### config.mk
export PLATFORM = sky130hd
export DESIGN_NAME = biriscv_npc_ras
export DESIGN_NICKNAME = d
export VERILOG_FILES = /design/src/rtl/biriscv_npc_pkg.sv /design/src/rtl/biriscv_npc_ras_stack.sv /design/src/rtl/biriscv_npc_ras.sv
export SDC_FILE = /design/constraint.sdc
export NUM_CORES = 2
export LEC_CHECK = 0
export CAP_MARGIN = 20
export CORE_MARGIN = 1.5
export CORE_UTILIZATION = 25
export DETAILED_ROUTE_END_ITERATION = 12
export PLACE_DENSITY = 0.45
export SLEW_MARGIN = 10
export SYNTH_ARGS = -nofsm -noshare
export SYNTH_HDL_FRONTEND = slang
export SYNTH_HIERARCHICAL = 1
export SYNTH_SLANG_ARGS = --single-unit
export TNS_END_PERCENT = 1
### constraint.sdc
create_clock -name clk_i -period 2.8 [get_ports clk_i]
set_input_delay 0.56 -clock clk_i [delete_from_list [all_inputs] [get_ports clk_i]]
set_output_delay 0.56 -clock clk_i [all_outputs]
set_load 0.01 [all_outputs]
### src/rtl/biriscv_npc_pkg.sv
// Shared types and helpers for the next-PC return address stack.
// Stack operation encoding, the empty-prediction value and the return-address adder.
package biriscv_npc_pkg;

  // Value presented on the prediction output while the stack is empty.
  localparam logic [63:0] RAS_INVALID = 64'd0;

  typedef enum logic [1:0] {
    RAS_OP_NONE    = 2'd0,
    RAS_OP_PUSH    = 2'd1,
    RAS_OP_POP     = 2'd2,
    RAS_OP_REPLACE = 2'd3
  } ras_op_e;

  // Return address is the call PC plus one instruction; callers truncate to their PC width.
  function automatic logic [63:0] ras_ret_addr(input logic [63:0] call_pc);
    return call_pc + 64'd4;
  endfunction

  function automatic ras_op_e ras_op(input logic push, input logic pop);
    ras_op_e op;
    case ({push, pop})
      2'b10:   op = RAS_OP_PUSH;
      2'b01:   op = RAS_OP_POP;
      2'b11:   op = RAS_OP_REPLACE;
      default: op = RAS_OP_NONE;
    endcase
    return op;
  endfunction

endpackage

### src/rtl/biriscv_npc_ras_stack.sv
// One circular return-address stack with occupancy tracking and a whole-state load port.
// Priority: flush, then load, then the requested push/pop/replace.
module biriscv_npc_ras_stack
  import biriscv_npc_pkg::*;
#(
  parameter int DEPTH   = 8,
  parameter int DEPTH_W = 3,
  parameter int ADDR_W  = 32
) (
  input  logic               clk,
  input  logic               rst_n,
  input  logic               flush,
  input  ras_op_e            op,
  input  logic [ADDR_W-1:0]  addr,
  input  logic               load_en,
  input  logic [ADDR_W-1:0]  load_entries [DEPTH],
  input  logic [DEPTH_W-1:0] load_tos,
  input  logic [DEPTH_W:0]   load_count,
  output logic [ADDR_W-1:0]  entries [DEPTH],
  output logic [DEPTH_W-1:0] tos,
  output logic [DEPTH_W:0]   count,
  output logic [ADDR_W-1:0]  next_entries [DEPTH],
  output logic [DEPTH_W-1:0] next_tos,
  output logic [DEPTH_W:0]   next_count,
  output logic               overflow,
  output logic               underflow
);

  localparam logic [DEPTH_W:0] FULL = (DEPTH_W + 1)'(DEPTH);

  logic [DEPTH_W-1:0] tos_inc;
  logic               empty;

  assign tos_inc = tos + DEPTH_W'(1);
  assign empty   = (count == '0);

  always_comb begin
    next_entries = entries;
    next_tos     = tos;
    next_count   = count;
    overflow     = 1'b0;
    underflow    = 1'b0;
    if (flush) begin
      next_tos   = '0;
      next_count = '0;
    end else if (load_en) begin
      next_entries = load_entries;
      next_tos     = load_tos;
      next_count   = load_count;
    end else begin
      case (op)
        RAS_OP_PUSH, RAS_OP_REPLACE: begin
          // A replace on an empty stack has nothing to replace, so it degrades to a push.
          if (op == RAS_OP_REPLACE && !empty) begin
            next_entries[tos] = addr;
          end else begin
            next_tos              = tos_inc;
            next_entries[tos_inc] = addr;
            if (count == FULL) overflow = 1'b1;
            else               next_count = count + (DEPTH_W + 1)'(1);
          end
        end
        RAS_OP_POP: begin
          if (empty) begin
            underflow = 1'b1;
          end else begin
            next_tos   = tos - DEPTH_W'(1);
            next_count = count - (DEPTH_W + 1)'(1);
          end
        end
        default: ;
      endcase
    end
  end

  // State register boundary
  always_ff @(posedge clk or negedge rst_n) begin
    if (!rst_n) begin
      entries <= '{default: '0};
      tos     <= '0;
      count   <= '0;
    end else begin
      entries <= next_entries;
      tos     <= next_tos;
      count   <= next_count;
    end
  end

endmodule

### src/rtl/biriscv_npc_ras.sv
// Return address stack for the next-PC unit: speculative stack restored from a committed stack.
// Optional overflow/underflow statistics are enabled by defining BIRISCV_RAS_STATS_EN.
module biriscv_npc_ras
  import biriscv_npc_pkg::*;
#(
  parameter int DEPTH   = 8,
  parameter int DEPTH_W = 3,
  parameter int ADDR_W  = 32,
  parameter int FETCH_W = 2,
  parameter int SLOT_W  = 1
) (
  input  logic               clk_i,
  input  logic               rst_ni,
  input  logic               flush_i,
  input  logic               spec_push_i,
  input  logic               spec_pop_i,
  input  logic               spec_accept_i,
  input  logic [ADDR_W-1:0]  spec_pc_i,
  input  logic [SLOT_W-1:0]  spec_slot_i,
  input  logic               commit_push_i,
  input  logic               commit_pop_i,
  input  logic [ADDR_W-1:0]  commit_pc_i,
  input  logic               restore_i,
  output logic               pred_valid_o,
  output logic [ADDR_W-1:0]  pred_pc_o,
  output logic [DEPTH_W:0]   count_o,
  output logic [15:0]        stat_overflow_o,
  output logic [15:0]        stat_underflow_o
);

  localparam int FETCH_W_UNUSED = FETCH_W;

  ras_op_e            spec_op, com_op;
  logic [ADDR_W-1:0]  spec_base, spec_ret, com_ret;
  logic               spec_pc_unused;

  logic [ADDR_W-1:0]  spec_entries [DEPTH];
  logic [DEPTH_W-1:0] spec_tos;
  logic [DEPTH_W:0]   spec_count;
  logic [ADDR_W-1:0]  spec_next_entries_unused [DEPTH];
  logic [DEPTH_W-1:0] spec_next_tos_unused;
  logic [DEPTH_W:0]   spec_next_count_unused;
  logic               spec_ovf, spec_unf;

  logic [ADDR_W-1:0]  com_entries [DEPTH];
  logic [DEPTH_W-1:0] com_tos;
  logic [DEPTH_W:0]   com_count;
  logic [ADDR_W-1:0]  com_next_entries [DEPTH];
  logic [DEPTH_W-1:0] com_next_tos;
  logic [DEPTH_W:0]   com_next_count;
  logic               com_ovf_unused, com_unf_unused;

  // The call sits at slot spec_slot_i of an aligned bundle; low PC bits are replaced by the slot.
  assign spec_base      = {spec_pc_i[ADDR_W-1:SLOT_W+2], spec_slot_i, 2'b00};
  assign spec_pc_unused = ^spec_pc_i[SLOT_W+1:0];
  assign spec_ret       = ADDR_W'(ras_ret_addr(64'(spec_base)));
  assign com_ret        = ADDR_W'(ras_ret_addr(64'(commit_pc_i)));

  assign spec_op = spec_accept_i ? ras_op(spec_push_i, spec_pop_i) : RAS_OP_NONE;
  assign com_op  = ras_op(commit_push_i, commit_pop_i);

  biriscv_npc_ras_stack #(.DEPTH(DEPTH), .DEPTH_W(DEPTH_W), .ADDR_W(ADDR_W)) u_com (
    .clk          (clk_i),
    .rst_n        (rst_ni),
    .flush        (flush_i),
    .op           (com_op),
    .addr         (com_ret),
    .load_en      (1'b0),
    .load_entries (com_entries),
    .load_tos     (com_tos),
    .load_count   (com_count),
    .entries      (com_entries),
    .tos          (com_tos),
    .count        (com_count),
    .next_entries (com_next_entries),
    .next_tos     (com_next_tos),
    .next_count   (com_next_count),
    .overflow     (com_ovf_unused),
    .underflow    (com_unf_unused)
  );

  // Restore loads the committed next-state so a commit in the same cycle is not lost.
  biriscv_npc_ras_stack #(.DEPTH(DEPTH), .DEPTH_W(DEPTH_W), .ADDR_W(ADDR_W)) u_spec (
    .clk          (clk_i),
    .rst_n        (rst_ni),
    .flush        (flush_i),
    .op           (spec_op),
    .addr         (spec_ret),
    .load_en      (restore_i),
    .load_entries (com_next_entries),
    .load_tos     (com_next_tos),
    .load_count   (com_next_count),
    .entries      (spec_entries),
    .tos          (spec_tos),
    .count        (spec_count),
    .next_entries (spec_next_entries_unused),
    .next_tos     (spec_next_tos_unused),
    .next_count   (spec_next_count_unused),
    .overflow     (spec_ovf),
    .underflow    (spec_unf)
  );

  assign pred_valid_o = (spec_count != '0);
  assign pred_pc_o    = pred_valid_o ? spec_entries[spec_tos] : RAS_INVALID[ADDR_W-1:0];
  assign count_o      = spec_count;

`ifdef BIRISCV_RAS_STATS_EN
  logic [15:0] ovf_cnt, unf_cnt;

  function automatic logic [15:0] sat_inc(input logic [15:0] v, input logic ev);
    return (ev && v != 16'hFFFF) ? v + 16'd1 : v;
  endfunction

  // Statistics register boundary; only reset clears these
  always_ff @(posedge clk_i or negedge rst_ni) begin
    if (!rst_ni) begin
      ovf_cnt <= '0;
      unf_cnt <= '0;
    end else begin
      ovf_cnt <= sat_inc(ovf_cnt, spec_ovf);
      unf_cnt <= sat_inc(unf_cnt, spec_unf);
    end
  end

  assign stat_overflow_o  = ovf_cnt;
  assign stat_underflow_o = unf_cnt;
`else
  logic stats_unused;
  assign stats_unused     = spec_ovf | spec_unf;
  assign stat_overflow_o  = '0;
  assign stat_underflow_o = '0;
`endif

endmodule

# Word level (Yosys, flattened, before mapping)
# Index checks and enable logic that the tools add are counted.
word_totals:
  latchBits: 0
  reg_bits: 526
  mem_bits_ro: 0
  memories: 0
  inputBits: 74
  mem_bits_rw: 0
  elab_cells: 123
classes:
  shift: 0
  mul: 0
  n_eq_ne: 17
  n_lt_le_gt_ge: 8
  mux: 45
  reduce_logical: 18
  n_addsub: 10
  n_bitwise: 5
  n_div: 0
ops:
  columns: ["operator", "n"]
  rows:
  - ["$mux W256", 6]
  - ["$bwmux W256", 4]
  - ["$demux W32 S3", 4]
  - ["$mux W32", 7]
  - ["$bmux W32 S3", 1]
  - ["$add A32 B3 Y32 const B", 2]
  - ["$mux W4", 9]
  - ["$mux W3", 7]
  - ["$eq A2 B2 Y1 const B", 8]
  - ["$ge A4 B4 Y1 const B", 4]
  - ["$lt A4 B1 Y1 const B", 4]
  - ["$not A3 Y4", 4]
  - ["$pmux W4 S2", 2]
  - ["$ne A4 B4 Y1 const B", 3]
  - ["$pmux W2 S3", 2]
  - ["$pmux W3 S2", 2]
  - ["$add A4 B1 Y4 const B", 2]
  - ["$eq A2 B1 Y1 const B", 4]
  - ["$eq A4 B4 Y1 const B", 2]
  - ["$logic_not A4 Y1", 2]
  - ["$reduce_bool A4 Y1", 2]
  - ["$sub A4 B1 Y4 const B", 2]
  - ["$add A3 B1 Y3 const B", 2]
  - ["$logic_and A1 B1 Y1", 6]
  - ["other kinds (9)", 12]

# Logic depth before layout (Yosys ltp)
depth:
  ltp_word: 11
  ltp_mapped: 12
  ltp_nobuf: 10

# By module
# The synthesis kept the hierarchy.
by_module_without_submodules:
  columns: ["module", "instances", "area_per_inst_um2", "cells_each"]
  rows:
  - ["biriscv_npc_ras_stack at u_com", 1, 12687.2, 1249]
  - ["biriscv_npc_ras_stack at u_spec", 1, 12489.5, 1253]
  - ["biriscv_npc_ras", 1, 3383.2, 357]

# Worst setup path before layout
# No wires, ideal clock.
synth_path:
  path_type: "register -> register"
  startpoint: "register u_com.count[0]"
  endpoint: "register u_spec/entries[118] in the netlist's numbering"
  stages_incl_launch_ff: 13
  required_time_ps: 2706
  t_arrival_ps: 2638
  path_slack_ps: 68
  path_buffers: 3
  path_cell_list: "dfrtp_1 > inv_1 > ha_1 > or3b_1 > buf_6 > and2_4 > buf_6 > nor4_4 > o22ai_2 > buf_6 > a221oi_1 > o22ai_1 > a211oi_1"
synth_rtl:
  columns: ["item", "line_no", "text"]
  rows:
  - ["start, declared", "biriscv_npc_ras_stack.sv:21", "output logic [DEPTH_W:0] count,"]
  - ["start signal, assigned", "biriscv_npc_ras_stack.sv:85", "count <= next_count;"]
  - ["end signal, assigned", "biriscv_npc_ras_stack.sv:83", "entries <= next_entries;"]
  - ["end, declared", "biriscv_npc_ras_stack.sv:19", "output logic [ADDR_W-1:0] entries [DEPTH],"]

# Worst setup path in the final report
layout_path:
  startpoint: "register u_spec.tos[0]"
  endpoint: "output pred_pc_o[16]"
layout_between:
  elab_chain_len: 5
layout_lines:
  columns: ["item", "line_no", "text"]
  rows:
  - ["start, declared", "biriscv_npc_ras_stack.sv:20", "output logic [DEPTH_W-1:0] tos,"]
  - ["start signal, assigned", "biriscv_npc_ras_stack.sv:84", "tos <= next_tos;"]
  - ["$not A3 Y4 (not written as such)", "biriscv_npc_ras.sv:104", "assign pred_pc_o = pred_valid_o ? spec_entries[spec_tos] : RAS_INVALID[ADDR_W-1:0];"]
  - ["$bmux W32 S3", "biriscv_npc_ras.sv:104", null]
  - ["$mux W32 (not written as such) (2 in series)", "biriscv_npc_ras.sv:104", null]
  - ["$mux W32", "biriscv_npc_ras.sv:104", null]
  - ["end, declared", "biriscv_npc_ras.sv:25", "output logic [ADDR_W-1:0] pred_pc_o,"]
# Every way passes these cells. The select of a mux whose other input is x is not followed.

==> flow_metrics.py <==
metrics = {
    "run_status": {
        "status": "finished, violations left",
        "failed_checks": "slew limit, setup timing",
    },
    "global_routing": {
        "grt_pass1_wl_um": 182000,
        "top_usage_layer": "met2",
        "antenna_found_initial": 3,
        "overflow": 0,
        "grt_usage_pct": 21.4,
        "grt_util_met2_pct": 33.0,
        "grt_pass1_vias": 24955,
        "grt_max_degree": 261,
        "gr-usage-met3_pct": 3.05,
        "globalRouteMet1Util_pct": 30.5,
    },
    "power": {
        "ir_worst_vdd_mv": 0.322,
        "p_per_area_nw_per_um2": 728,
        "p_leak_nw": 15.5,
    },
    "route": {
        "ant_nets": 0,
        "wire_per_inst_um": 26.0,
        "via_per_inst": 5.24,
        "drt_first_pass_iters": 5,
        "vias": 25518,
        "drt_iter0_markers": 2564,
        "drc_errors": 0,
        "totalWireLength_um": 127000,
    },
    "synthesis": {
        "synthCells": 2855,
        "yosysWarningCount": 6,
        "synth.avg_cell_area_um2": 9.99,
        "netlist_area_um2": 28500,
    },
    "sta": {
        "setup_slack_ns": -0.299,
        "hold_viol": 0,
        "clock_skew_ns": 0.0227,
        "period_share_pct": 111,
        "tightest_slew_ns": 12.33,
        "setup_violations": 43,
        "max_slew_margin_pct": -722,
        "max_freq_ghz": 0.323,
        "fin_crit_ns": 3.10,
        "rsz0062_at_grt": "true",
        "drv_slew": 329,
    },
    "worst_setup_path": {
        "cp-end-kind": "output pin",
        "startpoint_type": "flop",
        "critPathKind": "reg -> out",
        "worst_r2r_path_depth": 13,
        "worstPathRequired_ns": 2.24,
        "crit_fanout": 6,
        "crit-reg2reg-launch": "u_com/count[0]",
        "critical_path_arrival_ns": 2.54,
        "r2r_end": "u_spec/entries[232]",
        "r2r_slack_ns": -0.02,
    },
    "clock_network": {
        "worstSkewPairLatency_ns": 0.61,
        "path_clk_slew_ns": 0.06,
        "cts_buffer_depth": 3,
        "htree_levels": 3,
        "cts_tree": "yes",
        "cts_sinks": 526,
        "cts_root_buffer": "clkbuf_16",
        "numCtsBuffers": 67,
    },
    "layout": {
        "register_area_um2": 13200,
        "diodes": 0,
        "fin_util_pct": 34.5,
        "nFillCells": 11382,
        "nNetsFinal": 3405,
        "multi_input_area_um2": 14600,
        "layout-drive-gt1-share_pct": 34.3,
        "stdcell_area_um2": 38900,
        "area_growth_pct": 36.5,
    },
    "place": {
        "gp_congestion": 0.847,
        "pre_cts_slack_ns": -0.749,
        "placed_area_um2": 35600,
        "portBuffers": 107,
        "dp_hpwl_um": 80100,
    },
    "floorplan": {
        "ioPinCount": 143,
        "die-height_um": 341,
        "rows": 123,
        "die_w_um": 341,
        "core-area_um2": 113000,
        "start_util_pct": 25.3,
        "die_area_um2": 116000,
    },
    "flow_run": {
        "max_cap_violations": 0,
    },
    "min_path": {
        "hold_class": "in -> async",
    },
}
## repair_timing
item | CTS | global route
pin swaps | 3 | 12
hold buffers | 1 | 0
hold endpoints to repair | 15 | 0
setup endpoints to repair | 109 | 281
buffers inserted | 14 | 7
gates resized for setup | 179 | 147
cloned | 6 | 0
## worst max-delay path: stages (launching register included)
cell,delay (ns)
dfrtp_4,0.44
buf_12,0.17
buf_8,0.13
buf_16,0.14
mux4_2,0.51
mux2i_1,0.18
buf_4,0.18
nor2_2,0.03
buf_2,0.14
## how the worst max path moves through the flow
stage,endpoint,startpoint,slack [ns],cells after the start
5_1_grt,pred_pc_o[16],u_spec/tos[0],-0.34,8
6_report,pred_pc_o[16],u_spec/tos[0],-0.30,8
2_1_floorplan,u_spec/entries[118],u_com/count[0],0.07,12
3_3_place_gp,u_spec/entries[120],commit_pc_i[10],-0.73,11
3_5_place_dp,u_spec/entries[120],commit_pc_i[11],-0.75,11
4_1_cts,pred_pc_o[0],u_spec/tos[0],-0.38,9
## per-stage QoR
stage	hold slack, ns	power (mW)	cells	TNS (ns)
floorplan	0.264	15.7	2892	0
global route	0.377	29.7	4869	-14.60
CTS	0.350	28.1	4866	-9.28
global placement	0.427	19.3	4730	-113.40
finish	0.376	28.4	4869	-6.23
detailed placement	0.425	19.4	4730	-113.83
## layout by cell type, fill, tap and decap left out, types with 7 or more instances in the layout
master           instances
nand3_1                 32
clkdlybuf4s50_1         74
a21oi_1                 10
ha_1                     7
o22ai_1                 32
buf_2                   28
inv_1                  179
mux2i_1                 22
a221oi_2               147
clkbuf_1                21
a211oi_1               175
nor3_1                  79
o221a_2                127
buf_12                 121
mux2i_4                  8
o311a_1                 30
conb_1                  38
and2_1                   9
a221oi_1                 7
clkbuf_16               68
or2_2                   33
mux4_2                  64
clkbuf_8                12
clkinv_2                 8
buf_16                   8
or4_1                    8
o211ai_1                16
nor2_1                 590
dfrtp_1                522
nor2_2                  22
nand3_2                  8
nand2_1                201
xor2_1                  16
and3_1                   7
xnor2_1                 47
nand4_1                 29
buf_6                   13
a211oi_2                24
buf_4                  369
## per-layer routing
| metal | wire length (um) | up-vias |
|---|---|---|
| met5 | 0 | - |
| met2 | 56800 | 926 |
| li1 | - | 11308 |
| met4 | 4280 | 0 |
| met1 | 58100 | 13065 |
| met3 | 7350 | 219 |
## flip-flops by register name, summed over array words and instances, names as in the netlist
register and cells:
u_spec/entries 256, u_spec/tos 3, u_spec/count 4, u_com/tos 3
u_com/count 4, u_com/entries 256
## cell type report
type | count | area share [%]
clock buffers | 101 | 5.00
clock inverters | 16 | 0.379
inverters | 182 | 1.75
multi-input cells | 1927 | 37.5
flip-flops and latches | 526 | 33.8
well taps | 1500 | 4.82
repair buffers | 617 | 16.7
## report_power, final
part	switching (mW)	total, mW	leakage [nW]	internal, mW
Combinational	4.59	8.85	8.98	4.26
Clock	3.55	8.46	1.03	4.91
Sequential	1.20	11.0	5.51	9.85
(Power assumes the default switching activity.)
